<file path="src/rtl/uart_pkg.sv">
// Shared UART constants and the transmit scheduler state type.
package uart_pkg;

  localparam int unsigned BAUD_DIV_9600 = 5208;
  localparam int unsigned UART_DATA_W   = 8;

  typedef enum logic [2:0] {
    S_IDLE,
    S_GRANT,
    S_LAUNCH,
    S_WAIT_BUSY,
    S_WAIT_DONE,
    S_GAP
  } sched_state_t;

endpackage

</file>
<file path="src/rtl/rr_arbiter.sv">
// Combinational round-robin pick: first set request at or after ptr, wrapping modulo N.
module rr_arbiter #(
  parameter int unsigned N  = 4,
  parameter int unsigned IW = $clog2(N)
) (
  input  logic [N-1:0]  req,
  input  logic [IW-1:0] ptr,
  output logic [N-1:0]  grant,
  output logic [IW-1:0] idx,
  output logic          any
);

  logic [IW-1:0] cand;

  always_comb begin
    grant = '0;
    idx   = '0;
    any   = 1'b0;
    cand  = '0;
    for (int unsigned k = 0; k < N; k++) begin
      cand = IW'((32'(ptr) + k) % N);
      if (!any && req[cand]) begin
        any         = 1'b1;
        grant[cand] = 1'b1;
        idx         = cand;
      end
    end
  end

endmodule

</file>
<file path="src/rtl/uart_tx_sched.sv">
// Round-robin scheduler sharing one byte serializer among N_REQ requesters,
// with busy tracking, start timeout and an inter-frame idle gap.
module uart_tx_sched
  import uart_pkg::*;
#(
  parameter  int unsigned N_REQ      = 4,
  parameter  int unsigned GAP_CYCLES = BAUD_DIV_9600,
  parameter  int unsigned BUSY_TO    = 65535,
  localparam int unsigned IDX_W      = $clog2(N_REQ)
) (
  input  logic                         clk_50M,
  input  logic                         reset,
  input  logic [N_REQ-1:0]             req,
  input  logic [UART_DATA_W*N_REQ-1:0] req_data,
  output logic [N_REQ-1:0]             ack,
  output logic                         tx_start,
  output logic [UART_DATA_W-1:0]       tx_data,
  input  logic                         tx_busy,
  output logic [IDX_W-1:0]             grant_id,
  output logic                         active,
  output logic                         err_timeout
);

  // The counter starts one cycle after tx_start, so firing at BUSY_TO-2
  // places the err_timeout pulse exactly BUSY_TO cycles after tx_start.
  localparam logic [15:0] TO_LAST  = 16'(BUSY_TO - 2);
  localparam logic [12:0] GAP_LOAD = 13'(GAP_CYCLES - 1);

  sched_state_t     state;
  logic [IDX_W-1:0] ptr;
  logic [15:0]      to_cnt;
  logic [12:0]      gap_cnt;
  logic [N_REQ-1:0] arb_grant;
  logic [IDX_W-1:0] arb_idx;
  logic             arb_any;

  rr_arbiter #(
    .N  (N_REQ),
    .IW (IDX_W)
  ) u_arb (
    .req   (req),
    .ptr   (ptr),
    .grant (arb_grant),
    .idx   (arb_idx),
    .any   (arb_any)
  );

  always_ff @(posedge clk_50M or negedge reset) begin
    if (!reset) begin
      state       <= S_IDLE;
      ptr         <= '0;
      to_cnt      <= '0;
      gap_cnt     <= '0;
      ack         <= '0;
      tx_start    <= 1'b0;
      tx_data     <= '0;
      grant_id    <= '0;
      active      <= 1'b0;
      err_timeout <= 1'b0;
    end else begin
      ack         <= '0;
      tx_start    <= 1'b0;
      err_timeout <= 1'b0;
      unique case (state)
        S_IDLE: begin
          if (arb_any) begin
            tx_data  <= req_data[arb_idx*UART_DATA_W +: UART_DATA_W];
            grant_id <= arb_idx;
            ack      <= arb_grant;
            active   <= 1'b1;
            state    <= S_GRANT;
          end
        end
        S_GRANT: begin
          ptr      <= (32'(grant_id) == N_REQ - 1) ? '0 : grant_id + 1'b1;
          tx_start <= 1'b1;
          state    <= S_LAUNCH;
        end
        S_LAUNCH: begin
          to_cnt <= '0;
          state  <= S_WAIT_BUSY;
        end
        S_WAIT_BUSY: begin
          if (tx_busy) begin
            state <= S_WAIT_DONE;
          end else if (to_cnt >= TO_LAST) begin
            err_timeout <= 1'b1;
            active      <= 1'b0;
            state       <= S_IDLE;
          end else begin
            to_cnt <= to_cnt + 1'b1;
          end
        end
        S_WAIT_DONE: begin
          if (!tx_busy) begin
            gap_cnt <= GAP_LOAD;
            state   <= S_GAP;
          end
        end
        S_GAP: begin
          if (gap_cnt == '0) begin
            active <= 1'b0;
            state  <= S_IDLE;
          end else begin
            gap_cnt <= gap_cnt - 1'b1;
          end
        end
        default: state <= S_IDLE;
      endcase
    end
  end

endmodule

</file>
<file path="config.mk">
export PLATFORM = sky130hd
export DESIGN_NAME = uart_tx_sched
export DESIGN_NICKNAME = d
export VERILOG_FILES = /design/src/rtl/uart_pkg.sv /design/src/rtl/rr_arbiter.sv /design/src/rtl/uart_tx_sched.sv
export SDC_FILE = /design/constraint.sdc
export NUM_CORES = 1
export LEC_CHECK = 0
export CAP_MARGIN = 25
export CORE_UTILIZATION = 52
export DETAILED_ROUTE_END_ITERATION = 10
export GPL_TIMING_DRIVEN = 0
export PLACE_DENSITY = 0.91
export RECOVER_POWER = 50
export SYNTH_ARGS = -nofsm -noshare
export SYNTH_HDL_FRONTEND = slang
export SYNTH_HIERARCHICAL = 1
export SYNTH_SLANG_ARGS = --single-unit
</file>
<file path="constraint.sdc">
create_clock -name clk_50M -period 4.95 [get_ports clk_50M]
set_clock_uncertainty 0.2 [all_clocks]
set_input_delay 0.99 -clock clk_50M [delete_from_list [all_inputs] [get_ports clk_50M]]
set_output_delay 0.99 -clock clk_50M [all_outputs]
set_load 0.005 [all_outputs]
</file>
After elaboration in Yosys (flattened, before gate mapping) --
Cells that the tools add are included.
Word-level totals: register bits after elaboration 51, input port bits 39, output and inout port bits 17, word-level logic and storage cells 115
Cells by class: add/sub/neg operators 6, magnitude comparators 9, equality and inequality tests 14, shift-type cells 1, multiplexer cells 52, bitwise logic cells 3, reduce and logical (&&, ||, !) cells 20
Operators with widths (number):
- $mux 16 | 2
- $pmux 16 s2 | 1
- $shiftx 32x6->8 | 1
- $mux 13 | 2
- $pmux 13 s2 | 1
- $mux 4 | 6
- $mux 1 | 20
- $pmux 3 s6 | 1
- $add 16x1->16 const B | 1
- $ge 16x16->1 const B | 1
- $mux 3 | 5
- $ne 2x2->1 const B | 7
- $logic_not 13->1 | 1
- $sub 13x1->13 const B | 1
- $lt 2x3->1 const B | 4
- $or 4x4->4 | 3
- $mux 2 | 5
- $bmux 1 s2 | 4
- $demux 1 s2 | 4
- $ge 2x1->1 const B | 4
- $logic_and 1x1->1 | 7
- $eq 3x2->1 const B | 2
- $eq 3x3->1 const B | 2
- $reduce_and 3->1 | 2
- other kinds (13) | 18

Longest topological paths before layout --
depth after elaboration 14, depth in mapped cells 11, gate-level depth less buffers 8

Hierarchy --
The synthesis kept the hierarchy.
Modules (own cells, without submodules):
- uart_tx_sched | instances 1, cells an instance 259, area each 2831.5 um2, seq. area each 1276.2 um2
- rr_arbiter | instances 1, cells an instance 45, area each 419.2 um2, seq. area each 0.0 um2

Worst setup path before layout --
Ideal clock, no wire load.
kind in2reg, start input req[2], end register tx_data[0], library setup time 0.125 ns, arrival time 3.023 ns, data required time 4.625 ns, path slack 1.602 ns, cell stages on the path 8, buffers on the path 2, cells stage by stage mux4_2 -> buf_6 -> and2b_2 -> o21ai_0 -> o31ai_1 -> buf_2 -> mux4_2 -> mux2_2
On the way: longest elaborated chain between the ends 13, elaborated cells between the ends (all ways) 24, classes of those cells shift: 1; mux: 16; reduce/logical: 7
RTL lines:
- start: declaration | RTL line uart_tx_sched.sv:13 | input logic [N_REQ-1:0] req,
- $bmux 1 s2 | RTL line rr_arbiter.sv:22 | if (!any && req[cand]) begin
- $mux 1 (not written as such) | RTL line rr_arbiter.sv:22
- $mux 1 | RTL line rr_arbiter.sv:22
- $logic_not 1->1 | RTL line rr_arbiter.sv:22
- $logic_and 1x1->1 | RTL line rr_arbiter.sv:22
- $mux 1 | RTL line rr_arbiter.sv:22
- $logic_not 1->1 | RTL line rr_arbiter.sv:22
- $logic_and 1x1->1 | RTL line rr_arbiter.sv:22
- $mux 1 | RTL line rr_arbiter.sv:22
- $logic_not 1->1 | RTL line rr_arbiter.sv:22
- $logic_and 1x1->1 | RTL line rr_arbiter.sv:22
- $mux 2 (*) | RTL line rr_arbiter.sv:22
- named net arb_idx[0] | RTL line uart_tx_sched.sv:34 | logic [IDX_W-1:0] arb_idx;
- $shiftx 32x6->8 (*) | RTL line uart_tx_sched.sv:67 | tx_data <= req_data[arb_idx*UART_DATA_W +: UART_DATA_W];
- end signal: assignment | RTL line uart_tx_sched.sv:67
- end: declaration | RTL line uart_tx_sched.sv:17 | output logic [UART_DATA_W-1:0] tx_data,
The timed path passes the listed nets; every way through them passes the cells marked *. The select of a mux whose other input is x is not followed. A chain may end at the register's enable or synchronous reset.

Worst setup path after layout --
start input req[3], end register tx_data[2]
The elaborated chain is that of the path after synthesis.

==> results.md <==
* Worst skew pair latency at 0.30 ns
* HPWL Detailed at 5460 um
* Worst hold path type: reg -> reg
* Top Family by Delay on Critical Path: multiplexers
* Slowest CP cell: mux4_2
* Vias/cell at 6.16
* Vias at 2721
* Initial core utilization at 0.543
* Diode count at 0
* Slowest stage delay, CP at 0.55 ns
* Top post-synthesis cells by area: dfrtp_1, mux4_2, ha_1
* Final Hold Viols at 0
* Layout Nets at 417
* Htree depth at 2
* Post-synthesis cell count at 304
* Final design area excluding fillers at 4000 um2
* Clock sink count at 51
* Overall Global Routing Usage at 0.240
* Mapped Avg Cell Area at 10.7 um2
* Area of the multi-input gates at 1840 um2
* Leak at 1.58 nW
* # setup viols final at 0
* Root Driver: clkbuf_8
* Power density cells at 533 nW/um2
* Hold_buf cts at 0
* Most used cell, CP: mux4_2
* #FFs+latches synth at 51
* CTS max path bufs at 2
* Die footprint at 6570 um2
* Antenna violations before repair at 0
* Buf+Inv Stages, Crit Path at 3
* Setup Buffers After CTS at 0
* Post-synthesis sequential area ratio at 0.393
* Die Wd at 81.1 um
* FF+latch area at 1280 um2
* Fillers at 425
* Worst Setup End Kind: flop
* DRT iter0 DRCs at 227
* Max Slew Vio Count at 35
* Number of synthesized flops with an enable pin at 0
* Mapped Nets at 354
* Synth top area share at 0.393
* WP data arrival at 3.78 ns
* Row cnt at 28
* I/O Pins at 56
* Largest net degree at the start of global routing at 35
* Ys async rst share at 1.00
* RSZ-0062 raised after global routing: false
* DIE HEIGHT at 81.1 um
* Pre-Repair DR Iteration Count at 5
* Worst hold slack at 0.315 ns
* Vias in the first global route at 2719
* Layout cells sized above 1 at 0.150
* FMAX at 264 MHz
* Worst Path Required at 4.94 ns
* Part of the cycle the worst path needs at 0.764
* Max Fanout on Critical Path at 10
* Final Critical Period at 3.78 ns
* Setup TNS at 0 ns
* Post-cts gate resize count at 0
* Failing checks: capacitance limit, slew limit
* First-pass GRT wire length at 12000 um
* Final RePlAce weighted congestion at 0.856
* Core ar. at 5990 um2
* Crit start category: input port
* CTS clk-pin slew, worst paths at 0.09 ns
* Yosys cell types at 65
* Run status: finished with violations
* Post-Route WL at 7110 um
* Post-synth top flop: dfrtp_1
* Max-Cap Viols at 1
* Port bufs at 55
* WL/cell at 16.1 um
* CTS buffer count at 5
* Relative slew slack at -0.209
* Post-Place Cell Area at 3910 um2
* Area growth, synth to finish at 22.9%
* Post-synth top area cell: dfrtp_1
* Residual overflow from global routing at 0
* Measured slew at the worst slew-check pin at 1.81 ns
* Critical path class: in -> reg
* CTS tree: built
* Synth Cell Area at 3250 um2
* Peak VDD IR at 390 uV
* DRC errors left at 0
* Yosys warns at 6
* Crit-path cells: clkdlybuf4s50_1 -> mux4_2 -> buf_6 -> and2b_2 -> o21ai_0 -> o31ai_1 -> buf_2 -> mux4_2 -> mux2_2
* Routed Antenna Nets at 0
[area by class of cell]
cell class / instances / share of cell area
Clock buffer: 5 / 0.0172
Tap cell: 75 / 0.0235
Inverter: 12 / 0.0113
Buffer: 14 / 0.0222
Multi-Input combinational cell: 227 / 0.460
Sequential cell: 51 / 0.319
Timing Repair Buffer: 56 / 0.137
Clock inverter: 2 / 0.00939
[state kept, by name, indices dropped and copies added, names as in the netlist]
register / cells
ack: 4
active: 1
err_timeout: 1
gap_cnt: 13
grant_id: 2
ptr: 2
state: 3
to_cnt: 16
tx_data: 8
tx_start: 1
[synth_stat cells, drive strengths merged, types with 5 or more instances]
cell type and number:
dfrtp 51, o21ai 26, nand2 22, nor2 22, a21oi 17, mux2 14
inv 12, mux4 12, ha 11, nand3 11, buf 10, a22oi 9
o31ai 7, and2 6, nor3 6, nor4 6, nand2b 5, nand4 5
[kinds of logic after synthesis]
family	count (synthesis)	synth area share
AO/OA/AOI/OAI	79	0.161
XOR/XNOR	5	0.0135
adder cells (fa/ha/maj)	11	0.0423
buffers and inverters	26	0.0420
flip-flops	51	0.393
multiplexers	27	0.137
AND/OR/NAND/NOR	105	0.211
[layer usage]
| metal | wire length (um) | GRT usage |
|---|---|---|
| met5 | 0 | 0 |
| met3 | 453 | 0.0517 |
| met2 | 3700 | 0.432 |
| met1 | 2830 | 0.279 |
| met4 | 124 | 0.0839 |
[power by group]
group	internal, W	leakage [nW]	switching, W
sequential	0.000542	0.638	0.000117
combinational	0.000614	0.894	0.000574
clock	0.000148	0.0502	0.000135
total	0.00130	1.58	0.000826
[path summary, 6_finish.rpt]
check                                        start                 endpoint  slack [ns]  cells after the start
max                                         req[3]   tx_data[2]$_DFFE_PN0P_        1.17                      9
min                        gap_cnt[11]$_DFFE_PN0P_  gap_cnt[11]$_DFFE_PN0P_        0.32                      1
min in group asynchronous                    reset         ack[1]$_DFF_PN0_        0.58                      1
min reg2reg                gap_cnt[11]$_DFFE_PN0P_  gap_cnt[11]$_DFFE_PN0P_        0.32                      1
max reg2reg                     ptr[1]$_DFFE_PN0P_   tx_data[2]$_DFFE_PN0P_        1.43                     10
max in group asynchronous                    reset   gap_cnt[0]$_DFFE_PN0P_        1.80                      2
[through the flow]
step	total power, W	utilization	setup slack [ns]	instances
6_report	0.00213	0.667	1.17	442
5_1_grt	0.00226	0.667	1.06	442
4_1_cts	0.00213	0.670	1.20	442
3_5_place_dp	0.00185	0.653	0.860	435
3_3_place_gp	0.00177	0.650	0.965	434
2_1_floorplan	0.00149	-	1.60	304
[cells in the final DEF (no fill, tap or decap), drive strengths merged, types with 12 or more instances in the layout]
cell,instances
a21oi,17
dfrtp,51
mux2,14
clkdlybuf4s50,53
nor2,22
nand2,22
o21ai,26
clkbuf,13
mux4,12
inv,12
Note: power is estimated with default switching activity, not from simulation.
